$ cat src/rtl/query_mc_slave_pkg.sv
`default_nettype none
// ============================================================================
// query_mc_slave_pkg : register map, status bits and FSM encodings shared by
//                      the query control slave and its channel slots.
// Revision: 1.0
// ============================================================================
package query_mc_slave_pkg;

    localparam int QREG_FIELD_BITS = 3;

    localparam logic [QREG_FIELD_BITS-1:0] QREG_VADDR  = 3'd0;
    localparam logic [QREG_FIELD_BITS-1:0] QREG_LEN    = 3'd1;
    localparam logic [QREG_FIELD_BITS-1:0] QREG_PID    = 3'd2;
    localparam logic [QREG_FIELD_BITS-1:0] QREG_CTRL   = 3'd3;
    localparam logic [QREG_FIELD_BITS-1:0] QREG_STATUS = 3'd4;
    localparam logic [QREG_FIELD_BITS-1:0] QREG_DONE   = 3'd5;

    localparam int CTRL_START_BIT   = 0;
    localparam int CTRL_CLR_OVR_BIT = 1;

    localparam int STAT_PENDING_BIT = 0;
    localparam int STAT_OVERRUN_BIT = 1;

    localparam logic [1:0] AXI_RESP_OKAY   = 2'b00;
    localparam logic [1:0] AXI_RESP_SLVERR = 2'b10;

    typedef enum logic [1:0] {
        WR_IDLE = 2'd0,
        WR_ACK  = 2'd1,
        WR_RESP = 2'd2
    } wr_state_e;

    typedef enum logic [1:0] {
        RD_IDLE = 2'd0,
        RD_ACK  = 2'd1,
        RD_RESP = 2'd2
    } rd_state_e;

endpackage
`default_nettype wire

$ cat src/rtl/query_mc_slave_ch_slot.sv
`default_nettype none
// ============================================================================
// query_ch_slot : one query channel - descriptor registers, launch snapshot,
//                 pending/overrun tracking and completion counter.
// Revision: 1.0
// ============================================================================
module query_ch_slot
    import query_mc_slave_pkg::*;
#(
    parameter int DATA_BITS  = 32,
    parameter int VADDR_BITS = 32,
    parameter int LEN_BITS   = 32,
    parameter int PID_BITS   = 6,
    parameter int CNT_BITS   = 32
) (
    input  logic                       aclk,
    input  logic                       aresetn,
    input  logic                       wr_en,
    input  logic [QREG_FIELD_BITS-1:0] wr_reg,
    input  logic [DATA_BITS-1:0]       wr_data,
    input  logic [DATA_BITS/8-1:0]     wr_strb,
    input  logic [QREG_FIELD_BITS-1:0] rd_reg,
    output logic [DATA_BITS-1:0]       rd_data,
    output logic                       q_valid,
    input  logic                       q_ready,
    output logic [VADDR_BITS-1:0]      q_vaddr,
    output logic [LEN_BITS-1:0]        q_len,
    output logic [PID_BITS-1:0]        q_pid,
    input  logic                       q_done
);

    logic [DATA_BITS-1:0]  vaddr_q, vaddr_d;
    logic [DATA_BITS-1:0]  len_q, len_d;
    logic [DATA_BITS-1:0]  pid_q, pid_d;
    logic [VADDR_BITS-1:0] snap_vaddr_q, snap_vaddr_d;
    logic [LEN_BITS-1:0]   snap_len_q, snap_len_d;
    logic [PID_BITS-1:0]   snap_pid_q, snap_pid_d;
    logic                  pending_q, pending_d;
    logic                  overrun_q, overrun_d;
    logic [CNT_BITS-1:0]   cnt_q, cnt_d;

    logic start, clr_ovr, handshake, accept, cnt_clr;

    always_comb begin
        start     = wr_en && (wr_reg == QREG_CTRL) && wr_data[CTRL_START_BIT];
        clr_ovr   = wr_en && (wr_reg == QREG_CTRL) && wr_data[CTRL_CLR_OVR_BIT];
        cnt_clr   = wr_en && (wr_reg == QREG_DONE);
        handshake = pending_q && q_ready;
        // A handshake in the same cycle frees the slot for the new start
        accept    = start && (!pending_q || handshake);

        vaddr_d = vaddr_q;
        len_d   = len_q;
        pid_d   = pid_q;
        for (int b = 0; b < DATA_BITS/8; b++) begin
            if (wr_en && wr_strb[b]) begin
                if (wr_reg == QREG_VADDR) vaddr_d[b*8 +: 8] = wr_data[b*8 +: 8];
                if (wr_reg == QREG_LEN)   len_d[b*8 +: 8]   = wr_data[b*8 +: 8];
                if (wr_reg == QREG_PID)   pid_d[b*8 +: 8]   = wr_data[b*8 +: 8];
            end
        end

        snap_vaddr_d = snap_vaddr_q;
        snap_len_d   = snap_len_q;
        snap_pid_d   = snap_pid_q;
        if (accept) begin
            snap_vaddr_d = vaddr_q[VADDR_BITS-1:0];
            snap_len_d   = len_q[LEN_BITS-1:0];
            snap_pid_d   = pid_q[PID_BITS-1:0];
        end

        pending_d = pending_q;
        if (accept) begin
            pending_d = 1'b1;
        end else if (handshake) begin
            pending_d = 1'b0;
        end

        // Clear first so that clear+start on a busy channel re-flags overrun
        overrun_d = overrun_q;
        if (clr_ovr) overrun_d = 1'b0;
        if (start && !accept) overrun_d = 1'b1;

        cnt_d = cnt_q + CNT_BITS'(q_done);
        if (cnt_clr) cnt_d = CNT_BITS'(q_done);
    end

    always_ff @(posedge aclk) begin
        if (!aresetn) begin
            vaddr_q      <= '0;
            len_q        <= '0;
            pid_q        <= '0;
            snap_vaddr_q <= '0;
            snap_len_q   <= '0;
            snap_pid_q   <= '0;
            pending_q    <= 1'b0;
            overrun_q    <= 1'b0;
            cnt_q        <= '0;
        end else begin
            vaddr_q      <= vaddr_d;
            len_q        <= len_d;
            pid_q        <= pid_d;
            snap_vaddr_q <= snap_vaddr_d;
            snap_len_q   <= snap_len_d;
            snap_pid_q   <= snap_pid_d;
            pending_q    <= pending_d;
            overrun_q    <= overrun_d;
            cnt_q        <= cnt_d;
        end
    end

    always_comb begin
        rd_data = '0;
        case (rd_reg)
            QREG_VADDR:  rd_data = vaddr_q;
            QREG_LEN:    rd_data = len_q;
            QREG_PID:    rd_data = pid_q;
            QREG_STATUS: begin
                rd_data[STAT_PENDING_BIT] = pending_q;
                rd_data[STAT_OVERRUN_BIT] = overrun_q;
            end
            QREG_DONE:   rd_data = DATA_BITS'(cnt_q);
            default:     rd_data = '0;
        endcase
    end

    assign q_valid = pending_q;
    assign q_vaddr = snap_vaddr_q;
    assign q_len   = snap_len_q;
    assign q_pid   = snap_pid_q;

endmodule
`default_nettype wire

$ cat src/rtl/query_mc_slave.sv
`default_nettype none
// ============================================================================
// query_mc_slave : AXI4-Lite control slave launching per-channel query
//                  descriptors and reporting their status/completions.
// Revision: 1.0
// ============================================================================
module query_mc_slave
    import query_mc_slave_pkg::*;
#(
    parameter int N_CH           = 4,
    parameter int AXIL_DATA_BITS = 32,
    parameter int AXIL_ADDR_BITS = 16,
    parameter int VADDR_BITS     = 32,
    parameter int LEN_BITS       = 32,
    parameter int PID_BITS       = 6,
    parameter int CNT_BITS       = 32
) (
    input  logic                          aclk,
    input  logic                          aresetn,
    input  logic [AXIL_ADDR_BITS-1:0]     axi_ctrl_awaddr,
    input  logic                          axi_ctrl_awvalid,
    output logic                          axi_ctrl_awready,
    input  logic [AXIL_DATA_BITS-1:0]     axi_ctrl_wdata,
    input  logic [AXIL_DATA_BITS/8-1:0]   axi_ctrl_wstrb,
    input  logic                          axi_ctrl_wvalid,
    output logic                          axi_ctrl_wready,
    output logic [1:0]                    axi_ctrl_bresp,
    output logic                          axi_ctrl_bvalid,
    input  logic                          axi_ctrl_bready,
    input  logic [AXIL_ADDR_BITS-1:0]     axi_ctrl_araddr,
    input  logic                          axi_ctrl_arvalid,
    output logic                          axi_ctrl_arready,
    output logic [AXIL_DATA_BITS-1:0]     axi_ctrl_rdata,
    output logic [1:0]                    axi_ctrl_rresp,
    output logic                          axi_ctrl_rvalid,
    input  logic                          axi_ctrl_rready,
    output logic [N_CH-1:0]               q_valid,
    input  logic [N_CH-1:0]               q_ready,
    output logic [N_CH*VADDR_BITS-1:0]    q_vaddr,
    output logic [N_CH*LEN_BITS-1:0]      q_len,
    output logic [N_CH*PID_BITS-1:0]      q_pid,
    input  logic [N_CH-1:0]               q_done
);

    localparam int ADDR_LSB    = $clog2(AXIL_DATA_BITS/8);
    localparam int CH_LSB      = ADDR_LSB + QREG_FIELD_BITS;
    localparam int CH_IDX_BITS = AXIL_ADDR_BITS - CH_LSB;
    localparam logic [CH_IDX_BITS-1:0] N_CH_IDX = CH_IDX_BITS'(N_CH);

    wr_state_e wr_state_q, wr_state_d;
    rd_state_e rd_state_q, rd_state_d;
    logic [1:0]                bresp_q, bresp_d;
    logic [1:0]                rresp_q, rresp_d;
    logic [AXIL_DATA_BITS-1:0] rdata_q, rdata_d;

    // The full index above the register field is decoded, so addresses of
    // channels beyond N_CH error out instead of aliasing onto a real slot
    logic [QREG_FIELD_BITS-1:0] aw_reg, ar_reg;
    logic [CH_IDX_BITS-1:0]     aw_ch, ar_ch;
    logic                       aw_ok, ar_ok, wr_fire;
    logic [AXIL_DATA_BITS-1:0]  slot_rdata [N_CH];
    logic [AXIL_DATA_BITS-1:0]  rd_mux;

    assign aw_reg  = axi_ctrl_awaddr[CH_LSB-1:ADDR_LSB];
    assign ar_reg  = axi_ctrl_araddr[CH_LSB-1:ADDR_LSB];
    assign aw_ch   = axi_ctrl_awaddr[AXIL_ADDR_BITS-1:CH_LSB];
    assign ar_ch   = axi_ctrl_araddr[AXIL_ADDR_BITS-1:CH_LSB];
    assign aw_ok   = (aw_ch < N_CH_IDX);
    assign ar_ok   = (ar_ch < N_CH_IDX);
    assign wr_fire = (wr_state_q == WR_ACK);

    always_comb begin
        wr_state_d = wr_state_q;
        bresp_d    = bresp_q;
        case (wr_state_q)
            WR_IDLE: if (axi_ctrl_awvalid && axi_ctrl_wvalid) wr_state_d = WR_ACK;
            WR_ACK: begin
                wr_state_d = WR_RESP;
                bresp_d    = aw_ok ? AXI_RESP_OKAY : AXI_RESP_SLVERR;
            end
            WR_RESP: if (axi_ctrl_bready) wr_state_d = WR_IDLE;
            default: wr_state_d = WR_IDLE;
        endcase
    end

    always_comb begin
        rd_mux = '0;
        for (int i = 0; i < N_CH; i++) begin
            if (ar_ch == CH_IDX_BITS'(i)) rd_mux = slot_rdata[i];
        end
    end

    always_comb begin
        rd_state_d = rd_state_q;
        rdata_d    = rdata_q;
        rresp_d    = rresp_q;
        case (rd_state_q)
            RD_IDLE: if (axi_ctrl_arvalid) rd_state_d = RD_ACK;
            RD_ACK: begin
                rd_state_d = RD_RESP;
                rdata_d    = rd_mux;
                rresp_d    = ar_ok ? AXI_RESP_OKAY : AXI_RESP_SLVERR;
            end
            RD_RESP: if (axi_ctrl_rready) rd_state_d = RD_IDLE;
            default: rd_state_d = RD_IDLE;
        endcase
    end

    always_ff @(posedge aclk) begin
        if (!aresetn) begin
            wr_state_q <= WR_IDLE;
            rd_state_q <= RD_IDLE;
            bresp_q    <= '0;
            rresp_q    <= '0;
            rdata_q    <= '0;
        end else begin
            wr_state_q <= wr_state_d;
            rd_state_q <= rd_state_d;
            bresp_q    <= bresp_d;
            rresp_q    <= rresp_d;
            rdata_q    <= rdata_d;
        end
    end

    assign axi_ctrl_awready = (wr_state_q == WR_ACK);
    assign axi_ctrl_wready  = (wr_state_q == WR_ACK);
    assign axi_ctrl_bvalid  = (wr_state_q == WR_RESP);
    assign axi_ctrl_bresp   = bresp_q;
    assign axi_ctrl_arready = (rd_state_q == RD_ACK);
    assign axi_ctrl_rvalid  = (rd_state_q == RD_RESP);
    assign axi_ctrl_rresp   = rresp_q;
    assign axi_ctrl_rdata   = rdata_q;

    for (genvar gi = 0; gi < N_CH; gi++) begin : g_ch
        query_ch_slot #(
            .DATA_BITS  (AXIL_DATA_BITS),
            .VADDR_BITS (VADDR_BITS),
            .LEN_BITS   (LEN_BITS),
            .PID_BITS   (PID_BITS),
            .CNT_BITS   (CNT_BITS)
        ) u_slot (
            .aclk    (aclk),
            .aresetn (aresetn),
            .wr_en   (wr_fire && (aw_ch == CH_IDX_BITS'(gi))),
            .wr_reg  (aw_reg),
            .wr_data (axi_ctrl_wdata),
            .wr_strb (axi_ctrl_wstrb),
            .rd_reg  (ar_reg),
            .rd_data (slot_rdata[gi]),
            .q_valid (q_valid[gi]),
            .q_ready (q_ready[gi]),
            .q_vaddr (q_vaddr[gi*VADDR_BITS +: VADDR_BITS]),
            .q_len   (q_len[gi*LEN_BITS +: LEN_BITS]),
            .q_pid   (q_pid[gi*PID_BITS +: PID_BITS]),
            .q_done  (q_done[gi])
        );
    end

    if (ADDR_LSB > 0) begin : g_unused_lsb
        logic unused_addr_lsb;
        assign unused_addr_lsb = ^{axi_ctrl_awaddr[ADDR_LSB-1:0], axi_ctrl_araddr[ADDR_LSB-1:0]};
    end

endmodule
`default_nettype wire

$ cat config.mk
export PLATFORM = sky130hd
export DESIGN_NAME = query_mc_slave
export DESIGN_NICKNAME = d
export VERILOG_FILES = /design/src/rtl/query_mc_slave_pkg.sv /design/src/rtl/query_mc_slave_ch_slot.sv /design/src/rtl/query_mc_slave.sv
export SDC_FILE = /design/constraint.sdc
export NUM_CORES = 2
export LEC_CHECK = 0
export BUFFER_PORTS_ARGS = -buffer_cell sky130_fd_sc_hd__buf_4
export CAP_MARGIN = 20
export CORE_MARGIN = 1.5
export CORE_UTILIZATION = 30
export DETAILED_ROUTE_END_ITERATION = 7
export GPL_TIMING_DRIVEN = 0
export HOLD_SLACK_MARGIN = 0.15
export PLACE_DENSITY = 0.53
export SYNTH_ARGS = -nofsm -noshare
export SYNTH_HDL_FRONTEND = slang
export SYNTH_SLANG_ARGS = --single-unit
$ cat constraint.sdc
create_clock -name aclk -period 3.08 [get_ports aclk]
set_clock_uncertainty 0.1 [all_clocks]
set_input_delay 0.462 -clock aclk [delete_from_list [all_inputs] [get_ports aclk]]
set_output_delay 0.462 -clock aclk [all_outputs]
set_load 0.005 [all_outputs]
==> results.toml <==
[finish]
stdcell_area_um2 = 44990
multi_input_area_um2 = 17040
area_growth_pct = 27.31
nFillCells = 12135
nets = 5186
drive_above_1_share = 0.1614
final-seq-area_um2 = 16780

[synth]
ys_warn_count = 0
yosysTopAreaCell = "dfxtp_1"
synth_compound_area_frac = 0.1810
yosys.area_share.simple = 0.2305
post-synth-top-area-fraction = 0.4747
syn_avg_cell_area_um2 = 7.833
synth-seq-area-share = 0.4747
async_flop_share = 0
synth_flop_cell = "dfxtp_1"
synth_fa_ha_area_frac = 0.002832
synth_top_family_by_area = "simple AND/OR/NAND/NOR gates"
synth_edf_count = 0
ys_ff_latch = 838
syn_inst = 4512
synth_area_leaders = "dfxtp_1 47%, nand2_1 16%, a21oi_1 9.9%, a22oi_1 3.1%, nor2_1 2.5%"
synth_mux_area_frac = 0.03423
synth_cell_types = 67
synthXorXnorAreaFrac = 0.02825
syn-cell-area_um2 = 35340

[die]
die_w_um = 346.2
dieArea_um2 = 119900
core_um2 = 116500
num_rows = 125
ios = 408
initial_core_util = 0.3033
die_h_um = 346.2

[timing]
min_period_ns = 3.259
maxSlewViolCount = 0
timing.fmax_mhz = 306.8
finalSetupViolations = 19
grt_setup_unrepaired = "yes"
hold_slack_ns = 0.2533
setup_slack_ns = -0.1790
period_share = 1.058
slew_headroom = 0.1615
tightest_slew_ns = 1.258
hold_viol = 0

[global_route]
grt_max_degree = 15
grt_pass1_vias = 33768
track_usage = 0.3108
overflow = 0
grt_pass1_wl_mm = 264.8
antenna_found_initial = 11

[setup_path]
start_kind = "input port"
crit_buf_inv = 4
crit_path_top_delay_cell = "a221oi_1"
cp_max_fo = 10
critPathArrivalTime_ns = 3.71
cp.required_ns = 3.53
critPathCaptureType = "flip-flop"
crit_family = "buffers and inverters"
slowest_delay_ns = 0.92
criticalPathCategory = "input port to flip-flop"
cp_common_cell = "clkdlybuf4s15_2"
path_cells = "clkbuf_2, clkdlybuf4s15_2, inv_1, clkdlybuf4s15_2, a221oi_1, o32ai_1, o2bb2ai_1"

[placement]
place_ws_ns = -2.070
hpwl_mm = 149.6
io_buffers = 396
place_area_um2 = 40830
routabilityCongestion = 1.045

[clock_network]
path_clk_slew_ns = 0.06
cts_root_buf = "clkbuf_16"
cts_tree = "yes"
cts_buffers = 95
htree_levels = 3
cts_buffer_depth = 3
cts.sinks = 838
clock_latency_ns = 0.71

[run]
drv_cap = 0

[routing]
remaining_drc_errors = 0
dr.pass1.iters = 6
antenna_left = 0
vias = 36768
wl_per_cell_um = 28.95
vias_per_cell = 5.491
routed_wl_mm = 193.8
drt-initial-drc-count = 4433

[outcome]
violations = "negative setup slack"
status = "finished, violations left"

[pwr]
peakVddDrop_mv = 0.3798
powerDensity_nw_per_um2 = 543.6
leakagePower_nw = 15.36

[min_path]
hp-class = "input port to flip-flop"
## where the power goes
group | switching, W | leakage (nW) | total (W) | internal [W]
sequential | 0.0000226 | 6.75 | 0.0109 | 0.0109
combinational | 0.00123 | 7.03 | 0.00160 | 0.000369
clock | 0.00497 | 1.59 | 0.0120 | 0.00702
## cell usage in the layout, fill, tap and decap left out, types with 31 or more instances in the layout
| cell type | instances |
|---|---|
| dfxtp_1 | 838 |
| xor2_1 | 75 |
| mux2i_1 | 77 |
| clkbuf_16 | 97 |
| clkbuf_1 | 208 |
| o21ai_0 | 93 |
| nand4_1 | 50 |
| a21oi_1 | 702 |
| nor2_1 | 212 |
| xnor2_1 | 39 |
| buf_6 | 43 |
| o22ai_1 | 51 |
| mux2_2 | 37 |
| buf_4 | 412 |
| a22oi_1 | 145 |
| nand3_1 | 52 |
| dlygate4sd3_1 | 50 |
| nand2_1 | 1456 |
| buf_2 | 31 |
| clkbuf_2 | 34 |
## per-layer routing
metal,GRT usage,part of all wire,vias to the layer above
met2,0.4482,0.41,2009
met4,0.1619,0.059,8
met1,0.4288,0.43,17815
met3,0.07155,0.10,401
li1,-,-,16535
met5,0,0.00026,-
## cell families after synthesis
kind of cell | Yosys count
AND/OR/NAND/NOR | 1973
adder cells (fa/ha/maj) | 8
other | 1
AO/OA/AOI/OAI | 1112
buffers and inverters | 351
XOR/XNOR | 114
multiplexers | 115
flip-flops | 838
## cell type report
cell class / instances / share of cell area
Multi-Input combinational cell: 3324 / 0.3788
Sequential cell: 838 / 0.3728
Timing Repair Buffer: 489 / 0.09374
Clock buffer: 137 / 0.06173
Tap cell: 1524 / 0.04238
Buffer: 328 / 0.03843
Clock inverter: 33 / 0.01029
Inverter: 19 / 0.001585
Antenna cell: 4 / 0.0002225
## flip-flops by register name, summed over array words and instances, names as in the netlist
name,count
g_ch.u_slot.cnt_q,128
g_ch.u_slot.len_q,128
g_ch.u_slot.pid_q,128
g_ch.u_slot.q_len,128
g_ch.u_slot.q_vaddr,128
g_ch.u_slot.vaddr_q,128
axi_ctrl_rdata,32
g_ch.u_slot.q_pid,24
g_ch.u_slot.overrun_q,4
g_ch.u_slot.q_valid,4
rd_state_q,2
wr_state_q,2
axi_ctrl_bresp,1
axi_ctrl_rresp,1
## what timing repair did
item                                   4_1_cts  5_1_grt
setup endpoints to repair                  561      486
setup buffers                                5        2
endpoints found under the hold margin       80        0
hold buffers                                50        0
resized for setup                           62       39
pin swaps                                    5        3
## worst paths after layout
kind                                 start                       end  slack [ns]  cells after the start
setup / recovery        axi_ctrl_araddr[2]        axi_ctrl_rdata[19]       -0.18                      7
setup reg to reg             rd_state_q[0]        axi_ctrl_rdata[12]       -0.01                      8
hold / removal          axi_ctrl_awaddr[4]   g_ch[2].u_slot.cnt_q[0]        0.25                      4
hold reg to reg   g_ch[0].u_slot.pid_q[29]  g_ch[0].u_slot.pid_q[29]        0.35                      2
## stage by stage
step	utilization	TNS, ns	std cells	power, W
2_1_floorplan	-	0	4513	0.01163
3_3_place_gp	0.3452	-386.35	6433	0.01248
3_5_place_dp	0.3504	-365.01	6466	0.01256
4_1_cts	0.3847	-0.002376	6689	0.02445
5_1_grt	0.3861	-1.481	6693	0.02492
6_report	0.3862	-1.134	6696	0.02446
## synthesized netlist by cell type (10+ instances only)
| library cell | instances |
|---|---|
| o21ai_0 | 97 |
| o22ai_1 | 51 |
| buf_4 | 10 |
| a21oi_1 | 702 |
| nand3_1 | 52 |
| a311oi_1 | 11 |
| inv_1 | 15 |
| and3_1 | 18 |
| buf_1 | 21 |
| nor2b_1 | 15 |
| xnor2_1 | 39 |
| buf_2 | 32 |
| or2_2 | 15 |
| clkbuf_1 | 227 |
| dfxtp_1 | 838 |
| nor2_1 | 233 |
| xor2_1 | 75 |
| buf_6 | 42 |
| o221ai_1 | 15 |
| a22oi_1 | 148 |
| mux2_2 | 37 |
| mux2i_1 | 77 |
| nand2b_1 | 13 |
| o32ai_1 | 10 |
| nor3_1 | 28 |
| nor4_1 | 20 |
| or3_1 | 13 |
| a221oi_1 | 12 |
| nand2_1 | 1461 |
| nand4_1 | 50 |
| a21oi_2 | 19 |
| and4_1 | 14 |
## worst min-delay path, stage by stage
cell      delay (ns)
buf_4           0.12
clkbuf_1        0.22
nand4_1         0.14
a21oi_1         0.06
Power figures use the tool's default switching activity.
